==> src/rtl/core_pkg.sv <==
// Shared opcode constants, FSM encoding and decode helpers for the 4-bit core.
// Used by the fetch/decode sequencer and by the ALU (same OPR constants).
package core_pkg;

   localparam int PC_W_DEF = 12;

   localparam logic [3:0] OPR_NOP     = 4'h0;
   localparam logic [3:0] OPR_JCN     = 4'h1;
   localparam logic [3:0] OPR_FIM_SRC = 4'h2;
   localparam logic [3:0] OPR_JUN     = 4'h4;
   localparam logic [3:0] OPR_ADD     = 4'h8;
   localparam logic [3:0] OPR_SUB     = 4'h9;
   localparam logic [3:0] OPR_LD      = 4'hA;
   localparam logic [3:0] OPR_XCH     = 4'hB;
   localparam logic [3:0] OPR_LDM     = 4'hD;

   // ALU op that passes the selected opa to the result
   localparam logic [3:0] ALU_PASS = 4'hD;

   typedef enum logic [1:0] {
      ST_FETCH1,
      ST_DECODE,
      ST_FETCH2,
      ST_EXEC
   } state_e;

   // OPR 2 with ir[0]=0 is FIM; ir[0]=1 (SRC) is not supported
   function automatic logic is_fim(input logic [7:0] b);
      return (b[7:4] == OPR_FIM_SRC) && !b[0];
   endfunction

   function automatic logic is_two_byte(input logic [7:0] b);
      return (b[7:4] == OPR_JCN) || (b[7:4] == OPR_JUN) || is_fim(b);
   endfunction

   function automatic logic is_legal(input logic [7:0] b);
      logic ok;
      case (b[7:4])
         OPR_NOP, OPR_JCN, OPR_JUN,
         OPR_ADD, OPR_SUB, OPR_LD,
         OPR_XCH, OPR_LDM:  ok = 1'b1;
         OPR_FIM_SRC:       ok = !b[0];
         default:           ok = 1'b0;
      endcase
      return ok;
   endfunction

endpackage

==> src/rtl/fetch_decode_seq_if.sv <==
// Sequencer bus: ROM fetch handshake, JCN condition inputs, ALU/regfile controls.
// master = sequencer side, slave = ROM/ALU/regfile side.
interface fetch_decode_seq_if
   import core_pkg::*;
#(
   parameter int PC_W = PC_W_DEF
);
   logic            rom_rd;
   logic [PC_W-1:0] rom_addr;
   logic [7:0]      rom_data;
   logic            rom_ack;
   logic            acc_zero;
   logic            carry_flag;
   logic            test_n;
   logic [3:0]      alu_op;
   logic [3:0]      opa;
   logic            opa_sel;
   logic            acc_we;
   logic            carry_we;
   logic [3:0]      reg_addr;
   logic            reg_we;
   logic [7:0]      reg_wdata;
   logic            illegal;

   modport master (
      output rom_rd, rom_addr,
      input  rom_data, rom_ack,
      input  acc_zero, carry_flag, test_n,
      output alu_op, opa, opa_sel, acc_we, carry_we,
      output reg_addr, reg_we, reg_wdata, illegal
   );

   modport slave (
      input  rom_rd, rom_addr,
      output rom_data, rom_ack,
      output acc_zero, carry_flag, test_n,
      input  alu_op, opa, opa_sel, acc_we, carry_we,
      input  reg_addr, reg_we, reg_wdata, illegal
   );

endinterface

==> src/rtl/fetch_decode_seq_jcn_cond.sv <==
// JCN condition evaluator: opa_i = JCN condition nibble, test_n_i/carry_i/acc_zero_i
// = live flags; take_o = 1 when the jump is taken (condition, optionally inverted).
module jcn_cond (
   input  logic [3:0] opa_i,
   input  logic       test_n_i,
   input  logic       carry_i,
   input  logic       acc_zero_i,
   output logic       take_o
);

   logic cond;

   assign cond = (opa_i[0] & ~test_n_i) |
                 (opa_i[1] & carry_i)   |
                 (opa_i[2] & acc_zero_i);

   // opa[3] inverts the sense, so 4'h8 always jumps
   assign take_o = cond ^ opa_i[3];

endmodule

==> src/rtl/fetch_decode_seq.sv <==
// Fetch/decode sequencer: fetches 1/2-byte instructions, keeps PC, drives one EXEC cycle.
// Ports: clk, rst (sync, active high), bus (master: ROM handshake, flags in, ALU/reg controls out).
module fetch_decode_seq
   import core_pkg::*;
#(
   parameter int              PC_W     = PC_W_DEF,
   parameter logic [PC_W-1:0] RESET_PC = '0
) (
   input logic               clk,
   input logic               rst,
   fetch_decode_seq_if.master bus
);

   state_e          state_q;
   logic [PC_W-1:0] pc_q;
   logic [7:0]      ir_q;
   logic [7:0]      b2_q;

   logic [3:0] alu_op_q, opa_q, reg_addr_q;
   logic       opa_sel_q, acc_we_q, carry_we_q, reg_we_q, illegal_q;
   logic [7:0] reg_wdata_q;

   logic [3:0] alu_op_d, reg_addr_d;
   logic       opa_sel_d, acc_we_d, carry_we_d, reg_we_d;
   logic [7:0] reg_wdata_d;

   logic [3:0] opr;
   logic       fetch_st;
   logic       ack;
   logic       jcn_take;

   assign opr      = ir_q[7:4];
   assign fetch_st = (state_q == ST_FETCH1) || (state_q == ST_FETCH2);

   // rst gates the request so a reset mid-fetch drops it at once
   assign bus.rom_rd   = fetch_st & ~rst;
   assign bus.rom_addr = bus.rom_rd ? pc_q : '0;
   assign ack          = bus.rom_rd & bus.rom_ack;

   assign bus.alu_op    = alu_op_q;
   assign bus.opa       = opa_q;
   assign bus.opa_sel   = opa_sel_q;
   assign bus.acc_we    = acc_we_q;
   assign bus.carry_we  = carry_we_q;
   assign bus.reg_addr  = reg_addr_q;
   assign bus.reg_we    = reg_we_q;
   assign bus.reg_wdata = reg_wdata_q;
   assign bus.illegal   = illegal_q;

   jcn_cond u_jcn (
      .opa_i      (ir_q[3:0]),
      .test_n_i   (bus.test_n),
      .carry_i    (bus.carry_flag),
      .acc_zero_i (bus.acc_zero),
      .take_o     (jcn_take)
   );

   // EXEC controls; FIM data is byte2 straight off the ROM bus
   always_comb begin
      alu_op_d    = OPR_NOP;
      opa_sel_d   = 1'b0;
      acc_we_d    = 1'b0;
      carry_we_d  = 1'b0;
      reg_addr_d  = '0;
      reg_we_d    = 1'b0;
      reg_wdata_d = '0;
      unique case (1'b1)
         (opr == OPR_ADD) || (opr == OPR_SUB): begin
            alu_op_d   = opr;
            opa_sel_d  = 1'b1;
            reg_addr_d = ir_q[3:0];
            acc_we_d   = 1'b1;
            carry_we_d = 1'b1;
         end
         opr == OPR_LD: begin
            alu_op_d   = ALU_PASS;
            opa_sel_d  = 1'b1;
            reg_addr_d = ir_q[3:0];
            acc_we_d   = 1'b1;
         end
         opr == OPR_XCH: begin
            alu_op_d   = ALU_PASS;
            opa_sel_d  = 1'b1;
            reg_addr_d = ir_q[3:0];
            acc_we_d   = 1'b1;
            reg_we_d   = 1'b1;
         end
         opr == OPR_LDM: begin
            alu_op_d = ALU_PASS;
            acc_we_d = 1'b1;
         end
         is_fim(ir_q): begin
            reg_addr_d  = {ir_q[3:1], 1'b0};
            reg_wdata_d = bus.rom_data;
            reg_we_d    = 1'b1;
         end
         default: ;
      endcase
   end

   always_ff @(posedge clk) begin
      if (rst) begin
         state_q     <= ST_FETCH1;
         pc_q        <= RESET_PC;
         ir_q        <= '0;
         b2_q        <= '0;
         alu_op_q    <= OPR_NOP;
         opa_q       <= '0;
         opa_sel_q   <= 1'b0;
         acc_we_q    <= 1'b0;
         carry_we_q  <= 1'b0;
         reg_addr_q  <= '0;
         reg_we_q    <= 1'b0;
         reg_wdata_q <= '0;
         illegal_q   <= 1'b0;
      end else begin
         alu_op_q    <= OPR_NOP;
         opa_q       <= '0;
         opa_sel_q   <= 1'b0;
         acc_we_q    <= 1'b0;
         carry_we_q  <= 1'b0;
         reg_addr_q  <= '0;
         reg_we_q    <= 1'b0;
         reg_wdata_q <= '0;
         illegal_q   <= 1'b0;
         unique case (state_q)
            ST_FETCH1: begin
               if (ack) begin
                  ir_q      <= bus.rom_data;
                  pc_q      <= pc_q + PC_W'(1);
                  illegal_q <= ~is_legal(bus.rom_data);
                  state_q   <= ST_DECODE;
               end
            end
            ST_DECODE: begin
               if (is_two_byte(ir_q)) begin
                  state_q <= ST_FETCH2;
               end else begin
                  alu_op_q   <= alu_op_d;
                  opa_q      <= ir_q[3:0];
                  opa_sel_q  <= opa_sel_d;
                  acc_we_q   <= acc_we_d;
                  carry_we_q <= carry_we_d;
                  reg_addr_q <= reg_addr_d;
                  reg_we_q   <= reg_we_d;
                  state_q    <= ST_EXEC;
               end
            end
            ST_FETCH2: begin
               if (ack) begin
                  b2_q        <= bus.rom_data;
                  pc_q        <= pc_q + PC_W'(1);
                  opa_q       <= ir_q[3:0];
                  reg_addr_q  <= reg_addr_d;
                  reg_we_q    <= reg_we_d;
                  reg_wdata_q <= reg_wdata_d;
                  state_q     <= ST_EXEC;
               end
            end
            ST_EXEC: begin
               if (opr == OPR_JUN)
                  pc_q <= PC_W'({ir_q[3:0], b2_q});
               else if (opr == OPR_JCN && jcn_take)
                  pc_q <= {pc_q[PC_W-1:8], b2_q};
               state_q <= ST_FETCH1;
            end
            default: state_q <= ST_FETCH1;
         endcase
      end
   end

endmodule

==> src/flat_wrapper.sv <==
// flat-port wrapper written by rule: the top's interface ports become plain ports
module fetch_decode_seq_flat import core_pkg::*;
#(
   parameter int              PC_W     = PC_W_DEF,
   parameter logic [PC_W-1:0] RESET_PC = '0
)
  (clk, rst, bus_rom_rd, bus_rom_addr, bus_rom_data, bus_rom_ack, bus_acc_zero, bus_carry_flag, bus_test_n, bus_alu_op, bus_opa, bus_opa_sel, bus_acc_we, bus_carry_we, bus_reg_addr, bus_reg_we, bus_reg_wdata, bus_illegal);
  fetch_decode_seq_if #(.PC_W(PC_W)) bus_i ();
  input logic clk;
  input logic rst;
  output wire logic [$bits(bus_i.rom_rd)-1:0] bus_rom_rd;
  output wire logic [$bits(bus_i.rom_addr)-1:0] bus_rom_addr;
  input wire logic [$bits(bus_i.rom_data)-1:0] bus_rom_data;
  input wire logic [$bits(bus_i.rom_ack)-1:0] bus_rom_ack;
  input wire logic [$bits(bus_i.acc_zero)-1:0] bus_acc_zero;
  input wire logic [$bits(bus_i.carry_flag)-1:0] bus_carry_flag;
  input wire logic [$bits(bus_i.test_n)-1:0] bus_test_n;
  output wire logic [$bits(bus_i.alu_op)-1:0] bus_alu_op;
  output wire logic [$bits(bus_i.opa)-1:0] bus_opa;
  output wire logic [$bits(bus_i.opa_sel)-1:0] bus_opa_sel;
  output wire logic [$bits(bus_i.acc_we)-1:0] bus_acc_we;
  output wire logic [$bits(bus_i.carry_we)-1:0] bus_carry_we;
  output wire logic [$bits(bus_i.reg_addr)-1:0] bus_reg_addr;
  output wire logic [$bits(bus_i.reg_we)-1:0] bus_reg_we;
  output wire logic [$bits(bus_i.reg_wdata)-1:0] bus_reg_wdata;
  output wire logic [$bits(bus_i.illegal)-1:0] bus_illegal;
  assign bus_rom_rd = bus_i.rom_rd;
  assign bus_rom_addr = bus_i.rom_addr;
  assign bus_i.rom_data = bus_rom_data;
  assign bus_i.rom_ack = bus_rom_ack;
  assign bus_i.acc_zero = bus_acc_zero;
  assign bus_i.carry_flag = bus_carry_flag;
  assign bus_i.test_n = bus_test_n;
  assign bus_alu_op = bus_i.alu_op;
  assign bus_opa = bus_i.opa;
  assign bus_opa_sel = bus_i.opa_sel;
  assign bus_acc_we = bus_i.acc_we;
  assign bus_carry_we = bus_i.carry_we;
  assign bus_reg_addr = bus_i.reg_addr;
  assign bus_reg_we = bus_i.reg_we;
  assign bus_reg_wdata = bus_i.reg_wdata;
  assign bus_illegal = bus_i.illegal;
  fetch_decode_seq #(.PC_W(PC_W), .RESET_PC(RESET_PC)) u_core (.clk(clk), .rst(rst), .bus(bus_i));
endmodule
==> config.mk <==
export PLATFORM = sky130hd
export DESIGN_NAME = fetch_decode_seq_flat
export DESIGN_NICKNAME = d
export VERILOG_FILES = /design/src/rtl/core_pkg.sv /design/src/rtl/fetch_decode_seq_if.sv /design/src/rtl/fetch_decode_seq_jcn_cond.sv /design/src/rtl/fetch_decode_seq.sv /design/src/flat_wrapper.sv
export SDC_FILE = /design/constraint.sdc
export NUM_CORES = 1
export LEC_CHECK = 0
export BUFFER_PORTS_ARGS = -buffer_cell sky130_fd_sc_hd__buf_2
export CAP_MARGIN = 40
export CORE_AREA = 5 5 82 84
export CTS_BUF_LIST = sky130_fd_sc_hd__clkbuf_2
export DETAILED_ROUTE_END_ITERATION = 8
export DIE_AREA = 0 0 87 89
export GPL_TIMING_DRIVEN = 0
export PLACE_DENSITY = 0.72
export SLEW_MARGIN = 40
export SYNTH_ARGS = -nofsm -noshare
export SYNTH_HDL_FRONTEND = slang
export SYNTH_HIERARCHICAL = 1
export SYNTH_SLANG_ARGS = --single-unit
==> constraint.sdc <==
create_clock -name clk -period 3.2 [get_ports clk]
set_clock_uncertainty 0.2 [all_clocks]
set_input_delay 0.48 -clock clk [delete_from_list [all_inputs] [get_ports clk]]
set_output_delay 0.48 -clock clk [all_outputs]
set_load 0.005 [all_outputs]
---- Word level (Yosys, flattened, before mapping) ----
Cells that the tools add are included.
word-level totals
  output and inout bits ................... 38
  register bits ........................... 55
  logic and storage cells ................. 108
cells by class
  multiplexer cells ....................... 28
  eq/ne operators ......................... 24
  reductions and logical operators ........ 25
  add/sub/neg operators ................... 1
  bitwise gates (word level) .............. 16
operators by type and width
  kind                   count
  $eq 4x4->1 const B     10
  $mux 12                3
  $pmux 4 s2             4
  $pmux 12 s2            1
  $mux 4                 4
  $add 12x1->12 const B  1
  $reduce_or 3->1        4
  $mux 1                 10
  $eq 4x1->1 const B     2
  $eq 4x2->1 const B     2
  $eq 4x3->1 const B     2
  $mux 8                 1
  $ne 2x1->1 const B     4
  $not 1->1              8
  $pmux 2 s4             1
  $reduce_or 4->1        2
  $reduce_or 8->1        1
  $reduce_and 2->1       3
  $reduce_and 3->1       2
  $and 1x1->1            5
  $eq 2x2->1 const B     2
  $logic_not 4->1        1
  $logic_or 1x1->1       4
  $mux 2                 2
  other kinds (10)       15

---- Depth between registers and ports, before layout ----
Gate-level depths: netlist (run 1).
  word-level depth ........................ 9
  gate-level depth with buffers ........... 7
  gate-level depth less buffers ........... 7

---- Modules after synthesis ----
The synthesis (run 1) kept the hierarchy.
by module, submodules not included
  module            area an instance (sq um)  cells an instance  sequential area each (sq um)  instances
  fetch_decode_seq  2,537.4                   302                1,101.1                       1
  jcn_cond          22.5                      3                  0.0                           1

---- Worst setup path after synthesis (run 1) ----
No wires, ideal clock.
  kind .................................... input port to flip-flop
  start ................................... in bus_test_n
  end ..................................... reg u_core.pc_q[5]
  path slack .............................. 0.825 ns
  arrival ................................. 2.080 ns
  stages on the path ...................... 7
  required time ........................... 2.905 ns
  cell sequence ........................... inv_1 -> a222oi_1 -> xnor2_1 -> nand3b_1 -> a211oi_2 -> mux2_2 -> a221oi_1
on the way
  cells in the longest elaborated chain, start to end .. 8
RTL lines
  element                            line                             RTL
  start: declaration                 flat_wrapper.sv:17               input wire logic [$bits(bus_i.test_n)-1:0] bus_test_n;
  $not 1->1                          fetch_decode_seq_jcn_cond.sv:13  assign cond = (opa_i[0] & ~test_n_i) |
  $and 1x1->1                        fetch_decode_seq_jcn_cond.sv:13
  $or 1x1->1                         fetch_decode_seq_jcn_cond.sv:13
  $or 1x1->1                         fetch_decode_seq_jcn_cond.sv:14  (opa_i[1] & carry_i) |
  $xor 1x1->1                        fetch_decode_seq_jcn_cond.sv:18  assign take_o = cond ^ opa_i[3];
  net u_core.jcn_take                fetch_decode_seq.sv:30           logic jcn_take;
  $logic_and 1x1->1                  fetch_decode_seq.sv:163          else if (opr == OPR_JCN && jcn_take)
  $ne 3x1->1 (no source line)        -
  $reduce_and 3->1 (no source line)  -
  end signal: assignment             fetch_decode_seq.sv:152          pc_q <= pc_q + PC_W'(1);
  end signal: assignment             fetch_decode_seq.sv:162          pc_q <= PC_W'({ir_q[3:0], b2_q});
  end signal: assignment             fetch_decode_seq.sv:164          pc_q <= {pc_q[PC_W-1:8], b2_q};
  end: declaration                   fetch_decode_seq.sv:15           logic [PC_W-1:0] pc_q;
The timed path passes the listed nets, and every way through them passes these cells.
A chain may end at the register's enable or synchronous reset.

---- Worst setup path in the final report (run 1) ----
  start ................................... reg u_core.state_q[0]
  end ..................................... out bus_rom_rd
on the way
  cells in the longest elaborated chain, start to end .. 3
  elaborated cells on any way between the ends .. 4
  classes of those cells .................. eq/ne: 1; bitwise: 1; reduce/logical: 2
RTL lines
  element                                        line                     RTL
  start: declaration                             fetch_decode_seq.sv:14   state_e state_q;
  start signal: assignment                       fetch_decode_seq.sv:103  state_q <= ST_FETCH1;
  start signal: assignment                       fetch_decode_seq.sv:132  state_q <= ST_DECODE;
  start signal: assignment                       fetch_decode_seq.sv:137  state_q <= ST_FETCH2;
  $eq 2x2->1 or $logic_not 2->1 (tied branches)  fetch_decode_seq.sv:33   assign fetch_st = (state_q == ST_FETCH1) || (state_q == ST_FETCH2);
  $logic_or 1x1->1 *                             fetch_decode_seq.sv:33
  $and 1x1->1 *                                  fetch_decode_seq.sv:36   assign bus.rom_rd = fetch_st & ~rst;
  end: declaration                               flat_wrapper.sv:11       output wire logic [$bits(bus_i.rom_rd)-1:0] bus_rom_rd;
Mark *: on every way between the ends. The rest lies on a longest branch, timed or not.

==> summary.md, run 1 <==
| Metric | Value |
|---|---|
| Run status | `completed` |
| Area growth syn-to-layout | `14.9%` |
| Drt wl/cell | `roughly 16 um` |
| Sequential-to-total area share from yosys stat | `a little over two fifths` |
| Post-CTS setup buffer count | `0` |
| Most common flop cell mapped by yosys | `dfxtp_1` |
| DPL Wire Length | `5010 um` |
| Pwr dens | `around 590 mW/mm^2` |
| Max FO, Critical Path | `10` |
| Worst path slowest cell | `nor2_1` |
| Final hold vios | `0` |
| Most common cell in the netlist | `dfxtp_1` |
| Peak Freq | `approximately 340 MHz` |
| Slew headroom | `a little under three fifths` |
| Crit path buf inv count | `3` |
| Core area | `roughly 0.0059 mm^2` |
| Max-cap violations | `0` |
| H-tree levels | `2` |
| CP Launch Type | `flop` |
| Antenna fix cells | `0` |
| Hold Path Depth | `2` |
| RSZ-0062 raised after global routing | `false` |
| Setup Crit Path Kind | `reg -> out` |
| Synth area leaders | `dfxtp_1 43%, a21oi_1 5.1%, nand3_1 4.9%, nand2_1 4.0%, nor2_1 2.5%` |
| Sinks on Clock Net | `55` |
| Via density | `~5.6` |
| R2R Path Start | `u_core/ir_q[0]$_SDFFE_PP0P_` |
| Initial Utilization | `43.8%` |
| # DRC | `0` |
| Worst vdd ir | `roughly 260 uV` |
| Final TNS setup | `0 ns` |
| DR pass1 iterations | `5` |
| Hold buffers post-CTS | `0` |
| Vias in the first global route | `2278` |
| Min Hold Slack | `between 0.06 and 0.07 ns` |
| CP max stage delay | `approximately 0.55 ns` |
| Cells after synthesis | `305` |
| Worst reg2reg path depth | `6` |
| Worst-Margin Slew | `approximately 0.64 ns` |
| Post-synthesis register bit count | `55` |
| Final period util | `91.5%` |
| Grt total ovfl | `0` |
| Share of the synthesized area in the top cell type | `a little over two fifths` |
| Top cells by count, synth | `55 x dfxtp_1, 27 x nand2_1, 26 x a21oi_1` |
| R2R Setup Slk | `between 0.5 and 0.6 ns` |
| Net Count, Synth | `around 320` |
| CTS tree | `yes` |
| Crit. End Element | `primary output` |
| GPL Wtd Cong | `slightly below 0.9` |
| CTS Buf Count | `5` |
| Synth async-reset ratio | `0%` |
| First-pass GRT wire length | `approximately 11000 um` |
| PortBufs | `50` |
| Largest net degree at the start of global routing | `17` |
| Row count | `28` |
| Synth Cell Area | `0.00256 mm^2` |
| Chip width | `87 um` |
| Ratio of cells with drive above 1 in the final layout | `a little under a fifth` |
| Critical-path cell list | `inv_1 -> ha_1 -> clkbuf_1 -> nor2_1 -> nor2_1 -> buf_2` |
| Area leader, netlist | `dfxtp_1` |
| Vias post-DR | `approximately 2.4k` |
| Clk Latency, worst-skew pair | `around 0.45 ns` |
| Resize count post-CTS | `0` |
| Final worst path period need | `2.93 ns` |
| Yosys Warn Count | `6` |
| Hold endpoint | `u_core/bus.reg_wdata[1]$_SDFF_PP0_` |
| Iter 0 DRT Violations | `247` |
| Number of antenna violations at the first check in global routing | `0` |
| Fin util | `between 50% and 60%` |
| DIE AREA | `approximately 0.0077 mm^2` |
| Critical path arrival | `2.25 ns` |
| Final wirelength | `between 6000 and 7000 um` |
| Aggregate global-route resource usage | `17.8%` |
| WP data required | `2.52 ns` |
| Max Slew Vio Count | `0` |
| Most frequent cell on the critical path | `nor2_1` |
| Io pins | `52` |
| Reg clk slew, reported paths | `approximately 0.28 ns` |
| Critical R2R Capture | `u_core/pc_q[5]$_SDFFE_PP0P_` |
| Unique masters post-synth | `51` |
| Pleak | `~1.1 nW` |
| Max clock buf depth | `2` |
| Final net count | `roughly 380` |
| HP Class | `in -> reg` |
| ANT nets after route | `0` |
| Hold Crit Start | `bus_rom_data[1]` |
| Clock Tree Root | `clkbuf_2` |
| Count of flip-flops with a built-in enable after synthesis | `0` |
| Family with the most delay on the worst path | `simple AND/OR/NAND/NOR gates` |
| Syn avg cell area | `around 8.4 um^2` |
| Die Ht | `a little under 90 um` |
| Setup Viol. Count Final | `0` |
## routing by layer
| metal | routed length [um] | track usage, % | vias up |
|---|---|---|---|
| li1 | - | - | 1219 |
| met1 | 3100 | 23.8 | 1143 |
| met2 | 3190 | 28.6 | 80 |
| met3 | 466 | 3.87 | 7 |
| met4 | 74 | 5.52 | 0 |
| met5 | 0 | 0 | - |
## worst max path at each step
stage / end / cells past startpoint / start
after floorplan: u_core/pc_q[5]$_SDFFE_PP0P_ / 7 / bus_test_n
after global placement: u_core/pc_q[5]$_SDFFE_PP0P_ / 8 / bus_test_n
after detailed placement: u_core/pc_q[5]$_SDFFE_PP0P_ / 8 / bus_test_n
after CTS: bus_rom_addr[4] / 6 / u_core/state_q[0]$_SDFFE_PP0P_
after global routing: bus_rom_addr[7] / 6 / u_core/state_q[0]$_SDFFE_PP0P_
final: bus_rom_rd / 6 / u_core/state_q[0]$_SDFFE_PP0P_
## cells in the final DEF, fill, tap and decap left out, drive strengths merged, types with 2 or more instances in the layout
cell    instances
a211o           5
a211oi          7
a21oi          27
a221oi          4
a22oi           2
a31oi           3
a32o            2
a41oi           2
and2            7
and3            8
buf            58
clkbuf         19
dfxtp          55
ha              5
inv            13
mux2i           3
nand2          27
nand2b          9
nand3          25
nand3b          3
nand4           5
nor2           17
nor2b           3
nor3           10
nor3b           6
nor4            6
o211ai          2
o21ai           6
o22ai           3
or4             2
## registers in the layout, indices dropped and copies added (netlist names), 2 cells and up
name                  count
u_core/pc_q              12
u_core/b2_q               8
u_core/bus.reg_wdata      8
u_core/ir_q               8
u_core/bus.alu_op         4
u_core/bus.opa            4
u_core/bus.reg_addr       4
u_core/state_q            2
## layout make-up
class / count / area [um^2]
Fill cell: 588 / 2910
Clock inverter: 2 / 12.5
Buffer: 22 / 88.8
Sequential cell: 55 / 1100
Clock buffer: 5 / 25.0
Multi-Input combinational cell: 216 / 1330
Timing Repair Buffer: 50 / 250
Inverter: 12 / 45.0
Tap cell: 75 / 93.8
## kinds of logic after synthesis
group / share of synthesized area [%]
xor gates and xnor gates: 0.342
muxes: 1.61
AOI/OAI and AO/OA: 20.8
buffers and inverters: 5.23
adders and majority gates: 2.44
and+or+nand+nor: 26.4
other: 0.146
DFF: 43.0
## stage by stage
step | std cells | worst slack [ns] | area, um^2 | power [mW]
floorplan | 305 | 0.825 | 2560 | 1.28
global placement | 430 | 0.524 | 2900 | 1.46
detailed placement | 430 | 0.514 | 2900 | 1.47
CTS | 437 | 0.278 | 2940 | 1.74
global route | 437 | 0.0648 | 2940 | 1.85
finish | 437 | 0.274 | 2940 | 1.75
## where the power goes
part           internal, mW  total [mW]  leakage (nW)  switching, mW
clock network        0.0507       0.271        0.0269          0.221
logic                 0.223       0.691         0.663          0.468
registers             0.735       0.786         0.445         0.0507
total                  1.01        1.75          1.13          0.739
## worst reg2reg max path, delay by kind of cell, from the launching register on
kind             cells  cell delay, ns
flip-flops           1            0.46
XOR/XNOR             1            0.16
AO/OA/AOI/OAI        3            1.24
AND/OR/NAND/NOR      1            0.13
multiplexers         1            0.39
No activity file was read; power rests on OpenSTA's default activity.
==> inputs of run 2 (changes only) <==
--- a/config.mk
+++ b/config.mk
@@ -12,7 +12,8 @@
 export DETAILED_ROUTE_END_ITERATION = 8
 export DIE_AREA = 0 0 87 89
 export GPL_TIMING_DRIVEN = 0
-export PLACE_DENSITY = 0.72
+export PLACE_DENSITY = 0.73
+export SKIP_CTS_REPAIR_TIMING = 1
 export SLEW_MARGIN = 40
 export SYNTH_ARGS = -nofsm -noshare
 export SYNTH_HDL_FRONTEND = slang
==> summary.md, run 2 (synthesis gave the netlist of run 1 again) <==
| Metric | Value |
|---|---|
| Critical R2R Capture | `u_core/pc_q[5]$_SDFFE_PP0P_` |
| Final wirelength | `6840 um` |
| Peak Freq | `about 340 MHz` |
| Largest reg by FF count | `u_core/pc_q` |
| Final worst path period need | `about 2.9 ns` |
| HP Class | `in -> reg` |
| Max Slew Vio Count | `0` |
| Number of antenna violations at the first check in global routing | `0` |
| WP data required | `approximately 2.5 ns` |
| Reg clk slew, reported paths | `around 0.29 ns` |
| R2R Path Start | `u_core/ir_q[0]$_SDFFE_PP0P_` |
| DR pass1 iterations | `5` |
| Ratio of cells with drive above 1 in the final layout | `a little under a fifth` |
| Final hold vios | `0` |
| First-pass GRT wire length | `around 11000 um` |
| Initial Utilization | `between 40% and 50%` |
| Vias post-DR | `~2.5k` |
| Setup Viol. Count Final | `0` |
| Vias in the first global route | `2287` |
| Final period util | `91.9%` |
| DIE AREA | `0.00774 mm^2` |
| Clk Latency, worst-skew pair | `0.49 ns` |
| Worst reg2reg path depth | `6` |
| Worst setup startpoint | `u_core/state_q[0]$_SDFFE_PP0P_` |
| Cell count after placement | `430` |
| Worst vdd ir | `238 uV` |
| Chip width | `87 um` |
| Max-cap violations | `0` |
| Max FO, Critical Path | `10` |
| GPL Wtd Cong | `slightly below 0.9` |
| Finished Layout Cells | `440` |
| Tot Pwr | `1.76 mW` |
| CP Launch Type | `flop` |
| Die Ht | `89 um` |
| CTS tree | `yes` |
| Pleak | `roughly 1.1 nW` |
| Core area | `between 0.005 and 0.006 mm^2` |
| Critical path arrival | `about 2.3 ns` |
| DPL Wire Length | `between 4000 and 5000 um` |
| Sinks on Clock Net | `55` |
| RSZ-0062 raised after global routing | `false` |
| Final net count | `~380` |
| Final TNS setup | `0 ns` |
| ANT nets after route | `0` |
| Final worst slack | `0.260 ns` |
| Max clock buf depth | `2` |
| Row count | `28` |
| Antenna fix cells | `0` |
| Crit. End Element | `primary output` |
| Fin util | `a little over 50%` |
| Clock Tree Root | `clkbuf_2` |
| Worst-Margin Slew | `about 0.63 ns` |
| R2R Setup Slk | `0.54 ns` |
| Slew headroom | `about three fifths` |
| Drt wl/cell | `roughly 16 um` |
| Run status | `completed` |
| Largest register FFs | `12` |
| # DRC | `0` |
| CTS Buf Count | `5` |
| Grt total ovfl | `0` |
| Critical Path End | `bus_rom_rd` |
| Via density | `approximately 5.7` |
| DP Worst Slack | `~0.5 ns` |
| Largest net degree at the start of global routing | `19` |
| Setup Crit Path Kind | `reg -> out` |
| Aggregate global-route resource usage | `18.3%` |
| PortBufs | `50` |
| Pwr dens | `slightly below 600 mW/mm^2` |
| Area growth syn-to-layout | `16.1%` |
| Commonest cells after routing, fill and taps aside | `55 x buf_2, 55 x dfxtp_1, 27 x nand2_1, 26 x a21oi_1, 25 x nand3_1` |
| Iter 0 DRT Violations | `about 240` |
| Io pins | `52` |
| H-tree levels | `2` |
[run 2: worst max-delay path, stage by stage, from the launching register on]
cell      delay (ns)
dfxtp_1         0.43
inv_1           0.10
ha_1            0.21
clkbuf_1        0.23
nor2_1          0.54
nor2_1          0.12
buf_2           0.16
[run 2: cell type report]
type | count | area [um^2]
Inverter | 12 | 45.0
Fill cell | 587 | 2880
Sequential cell | 55 | 1100
Multi-Input combinational cell | 216 | 1330
Clock buffer | 5 | 25.0
Clock inverter | 3 | 23.8
Buffer | 22 | 88.8
Tap cell | 75 | 93.8
Timing Repair Buffer | 52 | 270
[run 2: per-layer routing]
| layer | share of wire, % | global-route usage [%] | vias up |
|---|---|---|---|
| li1 | - | - | 1220 |
| met1 | 45 | 25.4 | 1158 |
| met2 | 45 | 28.7 | 104 |
| met3 | 7.6 | 2.58 | 10 |
| met4 | 1.4 | 7.37 | 0 |
| met5 | 0 | 0 | - |
[run 2: per-stage QoR]
| step | hold slack, ns | area [um^2] |
|---|---|---|
| after floorplan | 0.231 | 2560 |
| after global placement | 0.252 | 2900 |
| after detailed placement | 0.256 | 2900 |
| after CTS | 0.00907 | 2950 |
| after global routing | 0.00406 | 2970 |
| final | 0.0169 | 2970 |
[run 2: report_power, final]
| part | internal [mW] | total, mW | leakage [nW] | switching [mW] |
|---|---|---|---|---|
| Sequential | 0.736 | 0.785 | 0.445 | 0.0493 |
| Clock | 0.0592 | 0.295 | 0.0325 | 0.235 |
| Combinational | 0.224 | 0.685 | 0.671 | 0.462 |
| Total | 1.02 | 1.76 | 1.15 | 0.746 |
[run 2: how the worst min path moves through the flow]
stage | from | to | slack, ns | depth (start not counted)
2_1_floorplan | u_core/b2_q[4]$_SDFFE_PP0P_ | u_core/b2_q[4]$_SDFFE_PP0P_ | 0.23 | 2
3_3_place_gp | u_core/b2_q[6]$_SDFFE_PP0P_ | u_core/b2_q[6]$_SDFFE_PP0P_ | 0.25 | 2
3_5_place_dp | u_core/b2_q[0]$_SDFFE_PP0P_ | u_core/b2_q[0]$_SDFFE_PP0P_ | 0.26 | 2
4_1_cts | bus_rom_data[7] | u_core/bus.illegal$_SDFF_PP0_ | 0.009 | 2
5_1_grt | bus_rom_data[1] | u_core/bus.reg_wdata[1]$_SDFF_PP0_ | 0.004 | 2
6_report | bus_rom_data[3] | u_core/ir_q[3]$_SDFFE_PP0P_ | 0.02 | 3
==> inputs of run 3 (changes only) <==
--- a/config.mk
+++ b/config.mk
@@ -5,14 +5,14 @@
 export SDC_FILE = /design/constraint.sdc
 export NUM_CORES = 1
 export LEC_CHECK = 0
-export BUFFER_PORTS_ARGS = -buffer_cell sky130_fd_sc_hd__buf_2
-export CAP_MARGIN = 40
+export BUFFER_PORTS_ARGS = -buffer_cell sky130_fd_sc_hd__buf_4
+export CAP_MARGIN = 10
 export CORE_AREA = 5 5 82 84
 export CTS_BUF_LIST = sky130_fd_sc_hd__clkbuf_2
 export DETAILED_ROUTE_END_ITERATION = 8
 export DIE_AREA = 0 0 87 89
 export GPL_TIMING_DRIVEN = 0
-export PLACE_DENSITY = 0.73
+export PLACE_DENSITY = 0.65
 export SKIP_CTS_REPAIR_TIMING = 1
 export SLEW_MARGIN = 40
 export SYNTH_ARGS = -nofsm -noshare
==> summary.md, run 3 (synthesis gave the netlist of run 1 again) <==
| Metric | Value |
|---|---|
| Run status | `completed` |
| Worst-Margin Slew | `0.635 ns` |
| First-pass GRT wire length | `11300 um` |
| CP Launch Type | `flop` |
| Worst vdd ir | `309 uV` |
| # DRC | `0` |
| Ratio of cells with drive above 1 in the final layout | `a little under a fifth` |
| Largest reg by FF count | `u_core/pc_q` |
| Slew headroom | `about 57%` |
| DP Worst Slack | `0.471 ns` |
| Pwr dens | `~560 mW/mm^2` |
| Via density | `between 5 and 6` |
| HP Class | `in -> reg` |
| H-tree levels | `2` |
| Crit. End Element | `primary output` |
| Max-cap violations | `0` |
| Vias in the first global route | `between 2k and 2.5k` |
| Pleak | `roughly 1.1 nW` |
| CP max stage delay | `between 0.5 and 0.6 ns` |
| Drt wl/cell | `approximately 16 um` |
| Final hold vios | `0` |
| PortBufs | `50` |
| Number of antenna violations at the first check in global routing | `0` |
| Peak Freq | `roughly 340 MHz` |
| GPL Wtd Cong | `0.917` |
| Io pins | `52` |
| Max clock buf depth | `2` |
| Critical-path cell list | `inv_1 -> ha_1 -> clkbuf_1 -> nor2_1 -> nor3_1 -> buf_4` |
| Grt total ovfl | `0` |
| Final TNS setup | `0 ns` |
| RSZ-0062 raised after global routing | `false` |
| DIE AREA | `approximately 0.0077 mm^2` |
| Final net count | `383` |
| Max FO, Critical Path | `10` |
| Area growth syn-to-layout | `20.7%` |
| Vias post-DR | `roughly 2.5k` |
| Final worst path period need | `2.96 ns` |
| Critical path arrival | `~2.3 ns` |
| Setup Crit Path Kind | `reg -> out` |
| CTS tree | `yes` |
| Die Ht | `a little under 90 um` |
| CTS Buf Count | `5` |
| Antenna fix cells | `0` |
| WP data required | `around 2.5 ns` |
| Aggregate global-route resource usage | `roughly 18%` |
| Clk Latency, worst-skew pair | `around 0.45 ns` |
| Final wirelength | `~6800 um` |
| Clock Tree Root | `clkbuf_2` |
| Final period util | `between 90% and 100%` |
| Initial Utilization | `a little over two fifths` |
| Largest register FFs | `12` |
| Reg clk slew, reported paths | `about 0.28 ns` |
| DR pass1 iterations | `5` |
| Commonest cells after routing, fill and taps aside | `55 x dfxtp_1, 50 x buf_4, 27 x nand2_1, 26 x a21oi_1, 25 x nand3_1` |
| DPL Wire Length | `between 5000 and 6000 um` |
| Max Slew Vio Count | `0` |
| Final worst slack | `0.237 ns` |
| Commonest non-fill, non-tap cell in the layout | `dfxtp_1` |
| Sinks on Clock Net | `between 50 and 60` |
| Setup Viol. Count Final | `0` |
| Largest net degree at the start of global routing | `17` |
| Row count | `28` |
| Core area | `~0.006 mm^2` |
| ANT nets after route | `0` |
| Chip width | `87 um` |
| Iter 0 DRT Violations | `around 130` |
| Worst path slowest cell | `nor2_1` |
run 3: cell count changes in the layout (fill, tap and decap cells not counted):
cell and change:
clkinvlp_4 +1, clkinv_4 -1, clkinv_1 +1, buf_4 +50, buf_2 -50, inv_8 -1
run 3: power by group:
group          leakage [nW]  switching, mW  total (mW)  internal (mW)
registers             0.445         0.0490       0.784          0.735
logic                 0.678          0.461       0.698          0.237
clock network        0.0241          0.214       0.262         0.0486
total                  1.15          0.724        1.74           1.02
run 3: per-layer routing:
layer / global-route usage (%) / share of wire, % / up-vias
li1: - / - / 1230
met1: 24.2 / 47 / 1173
met2: 30.2 / 47 / 58
met3: 3.59 / 4.5 / 7
met4: 6.80 / 1.4 / 0
met5: 0 / 0 / -
run 3: worst paths after layout:
kind	start	slack, ns	depth (start not counted)	end
max	u_core/state_q[0]$_SDFFE_PP0P_	0.24	6	bus_rom_addr[5]
min	bus_rom_data[2]	0.05	2	u_core/bus.reg_wdata[2]$_SDFF_PP0_
max reg2reg	u_core/ir_q[0]$_SDFFE_PP0P_	0.55	6	u_core/pc_q[5]$_SDFFE_PP0P_
min reg2reg	u_core/b2_q[5]$_SDFFE_PP0P_	0.27	2	u_core/b2_q[5]$_SDFFE_PP0P_
run 3: critical path, delay by kind of cell (launching register included):
family | cells | cell delay, ns
and+or+nand+nor | 2 | 0.69
buffers and inverters | 3 | 0.49
DFF | 1 | 0.43
adders and majority gates | 1 | 0.22
run 3: layout make-up:
cell class,instances,area (um^2)
plain buffers,22,88.8
clock buffers,5,25.0
clock inverters,3,15.0
fillers,574,2760
inverters,12,45.0
multi-input cells,216,1330
flip-flops and latches,55,1100
well taps,75,93.8
repair buffers,52,395
run 3: stage by stage:
step / instance area (um^2) / power [mW] / instances / hold slack [ns] / util, %
detailed placement: 3030 / 1.48 / 430 / 0.250 / 51.8
finish: 3090 / 1.74 / 440 / 0.0543 / 52.8
CTS: 3070 / 1.75 / 438 / 0.0201 / 52.5
global placement: 3030 / 1.48 / 430 / 0.249 / 51.8
global route: 3090 / 1.88 / 440 / 0.00260 / 52.8
floorplan: 2560 / 1.28 / 305 / 0.231 / -
